--- config.mk ---
export PLATFORM = sky130hd
export DESIGN_NAME = csr_trap_seq
export DESIGN_NICKNAME = d
export VERILOG_FILES = /design/src/rtl/csr_trap_seq.sv
export SDC_FILE = /design/constraint.sdc
export NUM_CORES = 1
export LEC_CHECK = 0
export BUFFER_PORTS_ARGS = -buffer_cell sky130_fd_sc_hd__clkbuf_2
export CAP_MARGIN = 20
export CORE_AREA = 4 4 242 244
export CTS_BUF_LIST = sky130_fd_sc_hd__clkbuf_8
export DETAILED_ROUTE_END_ITERATION = 6
export DIE_AREA = 0 0 246 248
export PLACE_DENSITY = 0.53
export SLEW_MARGIN = 20
export SYNTH_ARGS = -nofsm -noshare
export SYNTH_HDL_FRONTEND = slang
export SYNTH_SLANG_ARGS = --single-unit
export TNS_END_PERCENT = 30
--- constraint.sdc ---
create_clock -name clk -period 39.1 [get_ports clk]
set_input_delay 5.865 -clock clk [delete_from_list [all_inputs] [get_ports clk]]
set_output_delay 5.865 -clock clk [all_outputs]
set_load 0.01 [all_outputs]
--- src/rtl/csr_trap_seq.sv ---
// Trap / mret sequencer: snapshots the request, writes mepc/mcause/mtval/mstatus
// through the single CSR write port one per cycle, then pulses a fetch redirect.
module csr_trap_seq #(
  parameter int XLEN = 64
) (
  input  logic            clk,
  input  logic            reset,
  input  logic            trap_valid,
  output logic            trap_ready,
  input  logic [XLEN-1:0] trap_cause,
  input  logic [XLEN-1:0] trap_pc,
  input  logic [XLEN-1:0] trap_tval,
  input  logic            mret_valid,
  output logic            mret_ready,
  input  logic            wr_valid,
  output logic            wr_ready,
  input  logic [11:0]     wr_addr,
  input  logic [XLEN-1:0] wr_data,
  input  logic [1:0]      csr_mode,
  input  logic [XLEN-1:0] csr_mstatus,
  input  logic [XLEN-1:0] csr_mtvec,
  input  logic [XLEN-1:0] csr_mepc,
  output logic            csr_we,
  output logic [11:0]     csr_waddr,
  output logic [XLEN-1:0] csr_wdata,
  output logic            mode_we,
  output logic [1:0]      mode_wdata,
  output logic            redirect_valid,
  output logic [XLEN-1:0] redirect_pc,
  output logic            busy,
  output logic [2:0]      state_dbg
);

  // Handshakes: a request transfers on the rising edge where valid & ready are
  // both high; ready never depends on a lower-priority valid, and a requester
  // held off keeps valid asserted until it transfers. The redirect has no ready.

  typedef enum logic [2:0] {
    IDLE     = 3'd0,
    T_EPC    = 3'd1,
    T_CAUSE  = 3'd2,
    T_TVAL   = 3'd3,
    T_STATUS = 3'd4,
    M_STATUS = 3'd5,
    REDIR    = 3'd6
  } state_t;

  state_t state_q, state_d;

  logic [XLEN-1:0] pc_q, cause_q, tval_q, mstatus_q, mtvec_q, mepc_q;
  logic [1:0]      mode_q;
  logic            is_mret_q;

  logic [XLEN-1:0] trap_status, mret_status, tvec_base, trap_target;

  always_ff @(posedge clk or posedge reset) begin
    if (reset) state_q <= IDLE;
    else       state_q <= state_d;
  end

  always_ff @(posedge clk or posedge reset) begin
    if (reset) begin
      pc_q      <= '0;
      cause_q   <= '0;
      tval_q    <= '0;
      mstatus_q <= '0;
      mtvec_q   <= '0;
      mepc_q    <= '0;
      mode_q    <= '0;
      is_mret_q <= 1'b0;
    end else if (state_q == IDLE) begin
      if (trap_valid) begin
        pc_q      <= trap_pc;
        cause_q   <= trap_cause;
        tval_q    <= trap_tval;
        mstatus_q <= csr_mstatus;
        mtvec_q   <= csr_mtvec;
        mode_q    <= csr_mode;
        is_mret_q <= 1'b0;
      end else if (mret_valid) begin
        mstatus_q <= csr_mstatus;
        mepc_q    <= csr_mepc;
        is_mret_q <= 1'b1;
      end
    end
  end

  always_comb begin
    state_d = state_q;
    case (state_q)
      IDLE: begin
        if (trap_valid)      state_d = T_EPC;
        else if (mret_valid) state_d = M_STATUS;
      end
      T_EPC:    state_d = T_CAUSE;
      T_CAUSE:  state_d = T_TVAL;
      T_TVAL:   state_d = T_STATUS;
      T_STATUS: state_d = REDIR;
      M_STATUS: state_d = REDIR;
      REDIR:    state_d = IDLE;
      default:  state_d = IDLE;
    endcase
  end

  // mstatus rewrites and trap vector, all from the snapshots taken at accept.
  always_comb begin
    trap_status        = mstatus_q;
    trap_status[7]     = mstatus_q[3];
    trap_status[3]     = 1'b0;
    trap_status[12:11] = mode_q;
    mret_status        = mstatus_q;
    mret_status[3]     = mstatus_q[7];
    mret_status[7]     = 1'b1;
    mret_status[12:11] = 2'b00;
    tvec_base          = mtvec_q & {{(XLEN-2){1'b1}}, 2'b00};
    trap_target        = tvec_base;
    if (mtvec_q[1:0] == 2'b01 && cause_q[XLEN-1])
      trap_target = tvec_base + {{(XLEN-8){1'b0}}, cause_q[5:0], 2'b00};
  end

  always_comb begin
    trap_ready     = 1'b0;
    mret_ready     = 1'b0;
    wr_ready       = 1'b0;
    csr_we         = 1'b0;
    csr_waddr      = '0;
    csr_wdata      = '0;
    mode_we        = 1'b0;
    mode_wdata     = '0;
    redirect_valid = 1'b0;
    redirect_pc    = '0;
    case (state_q)
      IDLE: begin
        trap_ready = 1'b1;
        mret_ready = !trap_valid;
        wr_ready   = !trap_valid && !mret_valid;
        if (wr_valid && !trap_valid && !mret_valid) begin
          csr_we    = 1'b1;
          csr_waddr = wr_addr;
          csr_wdata = wr_data;
        end
      end
      T_EPC: begin
        csr_we    = 1'b1;
        csr_waddr = 12'h341;
        csr_wdata = pc_q;
      end
      T_CAUSE: begin
        csr_we    = 1'b1;
        csr_waddr = 12'h342;
        csr_wdata = cause_q;
      end
      T_TVAL: begin
        csr_we    = 1'b1;
        csr_waddr = 12'h343;
        csr_wdata = tval_q;
      end
      T_STATUS: begin
        csr_we     = 1'b1;
        csr_waddr  = 12'h300;
        csr_wdata  = trap_status;
        mode_we    = 1'b1;
        mode_wdata = 2'b11;
      end
      M_STATUS: begin
        csr_we     = 1'b1;
        csr_waddr  = 12'h300;
        csr_wdata  = mret_status;
        mode_we    = 1'b1;
        mode_wdata = mstatus_q[12:11];
      end
      REDIR: begin
        redirect_valid = 1'b1;
        redirect_pc    = is_mret_q ? mepc_q : trap_target;
      end
      default: ;
    endcase
  end

  assign busy      = (state_q != IDLE);
  assign state_dbg = state_q;

endmodule
======== Yosys cells after proc, flatten, opt, wreduce, memory -nomap -nowiden ========
Index checks and enable logic that the tools add are counted.
W data, S select, Z words.
operators by class
  add/sub/neg operators ................... 1
  equality and inequality tests ........... 8
  mux-type cells .......................... 22
  bitwise gates (word level) .............. 1
  reductions and logical operators ........ 14
operators by type and width
  kind                  count
  $mux W64              6
  $pmux W64 S6          1
  $add A64 B8 Y64       1
  $pmux W12 S5          1
  $pmux W3 S5           1
  $mux W12              1
  $eq A3 B3 Y1 const B  3
  $mux W1               8
  $eq A3 B2 Y1 const B  2
  $mux W3               2
  $reduce_or A5 Y1      1
  $logic_and A1 B1 Y1   4
  $pmux W2 S2           1
  $reduce_and A2 Y1     2
  $eq A3 B1 Y1 const B  1
  $logic_not A3 Y1      1
  $ne A3 B3 Y1 const B  1
  $reduce_and A3 Y1     1
  $reduce_bool A3 Y1    1
  $eq A2 B1 Y1 const B  1
  $logic_not A1 Y1      2
  $pmux W1 S2           1
  $reduce_bool A2 Y1    1
  $reduce_or A2 Y1      1
  $not A1 Y1            1
word-level totals
  bits in registers ....................... 390
  input port bits ......................... 467
  logic and storage cells ................. 55

======== Logic depth before layout (Yosys ltp) ========
  depth in word-level cells ............... 5
  gate-level depth with buffers ........... 10
  depth with buffers taken out ............ 9

======== Worst setup path after synthesis ========
OpenSTA, ideal clock, no wires.
  path kind ............................... input to output
  from .................................... input port trap_valid
  to ...................................... output port csr_waddr[8]
  arrival time ............................ 6.923 ns
  required time ........................... 33.235 ns
  slack ................................... 26.312 ns
  cell stages on the path ................. 6
  buffers on the path ..................... 2
  cells stage by stage .................... nor3_4 > and2_1 > buf_2 > buf_2 > a21oi_1 > a21oi_1
between the ends
  word-level cells in the longest chain between the ends .. 5
ends and longest elaborated chain
  what                              RTL line  text
  start, declared                   8         input logic trap_valid,
  $logic_not A1 Y1                  137       if (wr_valid && !trap_valid && !mret_valid) begin
  $logic_and A1 B1 Y1 (2 in a row)  137
  $mux W12                          137
  $pmux W12 S5                      132       case (state_q)
  end, declared                     24        output logic [11:0] csr_waddr,
Every way passes these cells.

======== Worst setup path in the final report ========
  from .................................... input port mret_valid
  to ...................................... output port csr_wdata[1]
between the ends
  word-level cells in the longest chain between the ends .. 4
ends and longest elaborated chain
  what                 RTL line  text
  start, declared      13        input logic mret_valid,
  $logic_not A1 Y1     137
  $logic_and A1 B1 Y1  137
  $mux W64             137
  $pmux W64 S6         132
  end, declared        25        output logic [XLEN-1:0] csr_wdata,
Every way passes these cells.

==> metrics <==
Critical Path Slowest Stage Cell=buf_4; Max Cap Viol=0; Max Fclk=0.07383 GHz; Rows=87; most used cell along the critical path=clkbuf_2; post-DP HPWL=51820 um; crit-path cells=clkbuf_2 -> nor3_4 -> and2_2 -> buf_4 -> nand2_1 -> nand3_1 -> clkbuf_2; first-pass iteration count of the detailed router=5; height of the die=248 um; RSZ-0062 raised after global routing=false; H-tree depth=3; post-synthesis register bit count=390; initial antenna violation count=27; syn_nets=2066; commonest non-fill, non-tap cell in the layout=clkbuf_2; worst skew pair latency=0.64 ns; # nets final=2668; final number of setup-violating endpoints=0; Crit path largest cell delay=0.56 ns; DR vias=15480; WP data arrival=7.68 ns; Min Hold Slack=0.4994 ns; final setup TNS=0 ns; mapped cell area=18750 um2; top post-synthesis cells by area=dfrtp_1 (52%), mux2_2 (23%), a22oi_1 (4.8%), nand2_1 (2.5%), xnor2_1 (2.2%); share of cells above drive strength 1=50.67%; share of the synthesized area in the top cell type=52.04%; critical path class=in2out; yosys warns=0; maximum vdd drop=0.04859 mV; top cell type by total area after synthesis=dfrtp_1; ports placed on the boundary=619; Syn Area/Cell=11.78 um2; register area share after synthesis=52.04%; Slew HR=30.61%; Reg2Reg Setup Slack=35.53 ns; initial drt markers=752; vias per cell=5.129; Worst Skew=0.02690 ns; total die area=61010 um2; hold endpoint=mepc_q[15]; Detailed Route WL=69570 um; status=completed; measured slew at the worst slew-check pin=1.041 ns; CTS resizes=0; CTS clock-pin slew for the worst setup and hold paths=0.06 ns; clk sinks=390; Pwr Density=81.08 nW/um2; number of synthesized flops with an enable pin=0; # hold bufs at CTS=0; Post-synth ARST share=100.0%; Die Wd=246 um; hold_sp=mepc_q[15]; terminus of the critical flop-to-flop path=pc_q[35]; IO buf count=618; Pleak=0.01095 uW; routed len/inst=23.05 um; total core area=56280 um2; Data required, critical path=33.23 ns; Initial Util=33.32%; crit path time final=13.55 ns; fillers=5500; Worst R2R Start=state_dbg[0]; dominant synthesized flop cell=dfrtp_1; CTS tree=done; largest net degree at the start of global routing=160; # Post-CTS Setup Buffers=0; crit path max fanout=70; final period utilization=34.64%; Slew Viols, Final=0; count of cell types in the netlist=49; Mapped Cells=1592; Worst Reg-to-Reg Cells=5; path type of the worst min-delay path=reg2reg; most frequent cells in the layout=clkbuf_2 (618), dfrtp_1 (390), mux2_2 (377); DRC viols=0; clk root buf=clkbuf_8; vias in the first global route=16300; Worst Setup Start Kind=input pin; Num CTS Buffers=74; CTS Buffer Depth=3; final hold violations=0; antenna viol nets, final=0; Hold Path Stages=1; global route overflow=0; crit path launch=mret_valid; Area Overhead vs Synth=27.77%; routability congestion estimate=0.8713; gr usage total=22.18%; global-route wire length before repair=102000 um; element type at the critical path end=output pin
[metrics by stage]
stage | instance area, um2 | std cells | util (%) | setup slack [ns] | total power [uW]
after floorplan | 18750 | 1592 | - | 22.39 | 1261
after global placement | 22410 | 2874 | 39.82 | 25.73 | 1527
after detailed placement | 22410 | 2874 | 39.82 | 25.51 | 1546
after CTS | 23920 | 3002 | 42.50 | 25.58 | 1966
after global routing | 23950 | 3015 | 42.56 | 25.41 | 2074
final | 23960 | 3018 | 42.58 | 25.55 | 1943
[kinds of logic (layout without fill, tap and decap cells)]
family	count (synthesis)	after routing	synth area share (%)
muxes	380	380	22.80
AOI/OAI and AO/OA	281	281	9.548
xor gates and xnor gates	54	54	2.522
buffers and inverters	128	782	3.409
adders and majority gates	7	7	0.5071
DFF	390	390	52.04
and+or+nand+nor	352	352	9.174
other	0	16	0
[power breakdown]
group          internal, uW  total, uW  switching (uW)
Sequential              611        757             146
Combinational           372        775             402
Clock                   229        411             182
Total                  1210       1940             730
[synth_stat cells (7+ instances only)]
| cell | count |
|---|---|
| buf_6 | 10 |
| buf_2 | 31 |
| xor2_1 | 7 |
| nand4_1 | 16 |
| nor2_1 | 43 |
| inv_1 | 20 |
| nand3_1 | 79 |
| mux2_2 | 377 |
| a22oi_1 | 121 |
| o21ai_0 | 72 |
| xnor2_1 | 47 |
| clkbuf_1 | 52 |
| buf_4 | 12 |
| nor3_1 | 26 |
| nor4_1 | 15 |
| and3_1 | 11 |
| dfrtp_1 | 390 |
| nand2_1 | 123 |
| a21oi_1 | 66 |
[flip-flops by register name, summed over array words and instances (netlist names)]
signal and cells:
is_mret_q 1, mtvec_q 64, mepc_q 64, cause_q 64
state_dbg 3, tval_q 64, mstatus_q 64, mode_q 2
pc_q 64
[per-layer routing]
metal	global-route usage [%]	routed length [um]	vias to the layer above
met5	0	149	-
met4	7.042	1638	22
met3	7.217	5868	111
met2	39.04	35110	576
met1	25.71	26810	7762
li1	-	-	7009
[worst max-delay path by stage]
| stage | to | slack [ns] | cells past startpoint |
|---|---|---|---|
| 4_1_cts | csr_wdata[29] | 25.58 | 7 |
| 5_1_grt | csr_wdata[29] | 25.41 | 7 |
| 3_5_place_dp | csr_wdata[29] | 25.51 | 7 |
| 3_3_place_gp | csr_waddr[8] | 25.73 | 7 |
| 2_1_floorplan | cause_q[0] | 22.39 | 1 |
| 6_report | csr_wdata[1] | 25.55 | 7 |
[final cells by class]
class | count | area (um2) | share of cell area [%]
timing repair buffer | 632 | 3223 | 13.45
clock buffer | 97 | 1335 | 5.572
multi-input combinational | 1074 | 8389 | 35.01
tap | 756 | 945.9 | 3.948
inverter | 22 | 90.09 | 0.3760
sequential | 390 | 9759 | 40.73
clock inverter | 31 | 177.7 | 0.7415
antenna | 16 | 40.04 | 0.1671
[critical path, delay by kind of cell]
kind,cells,cell delay [ns]
buffers and inverters,3,0.86
AND/OR/NAND/NOR,4,0.82
Power figures use the tool's default switching activity.
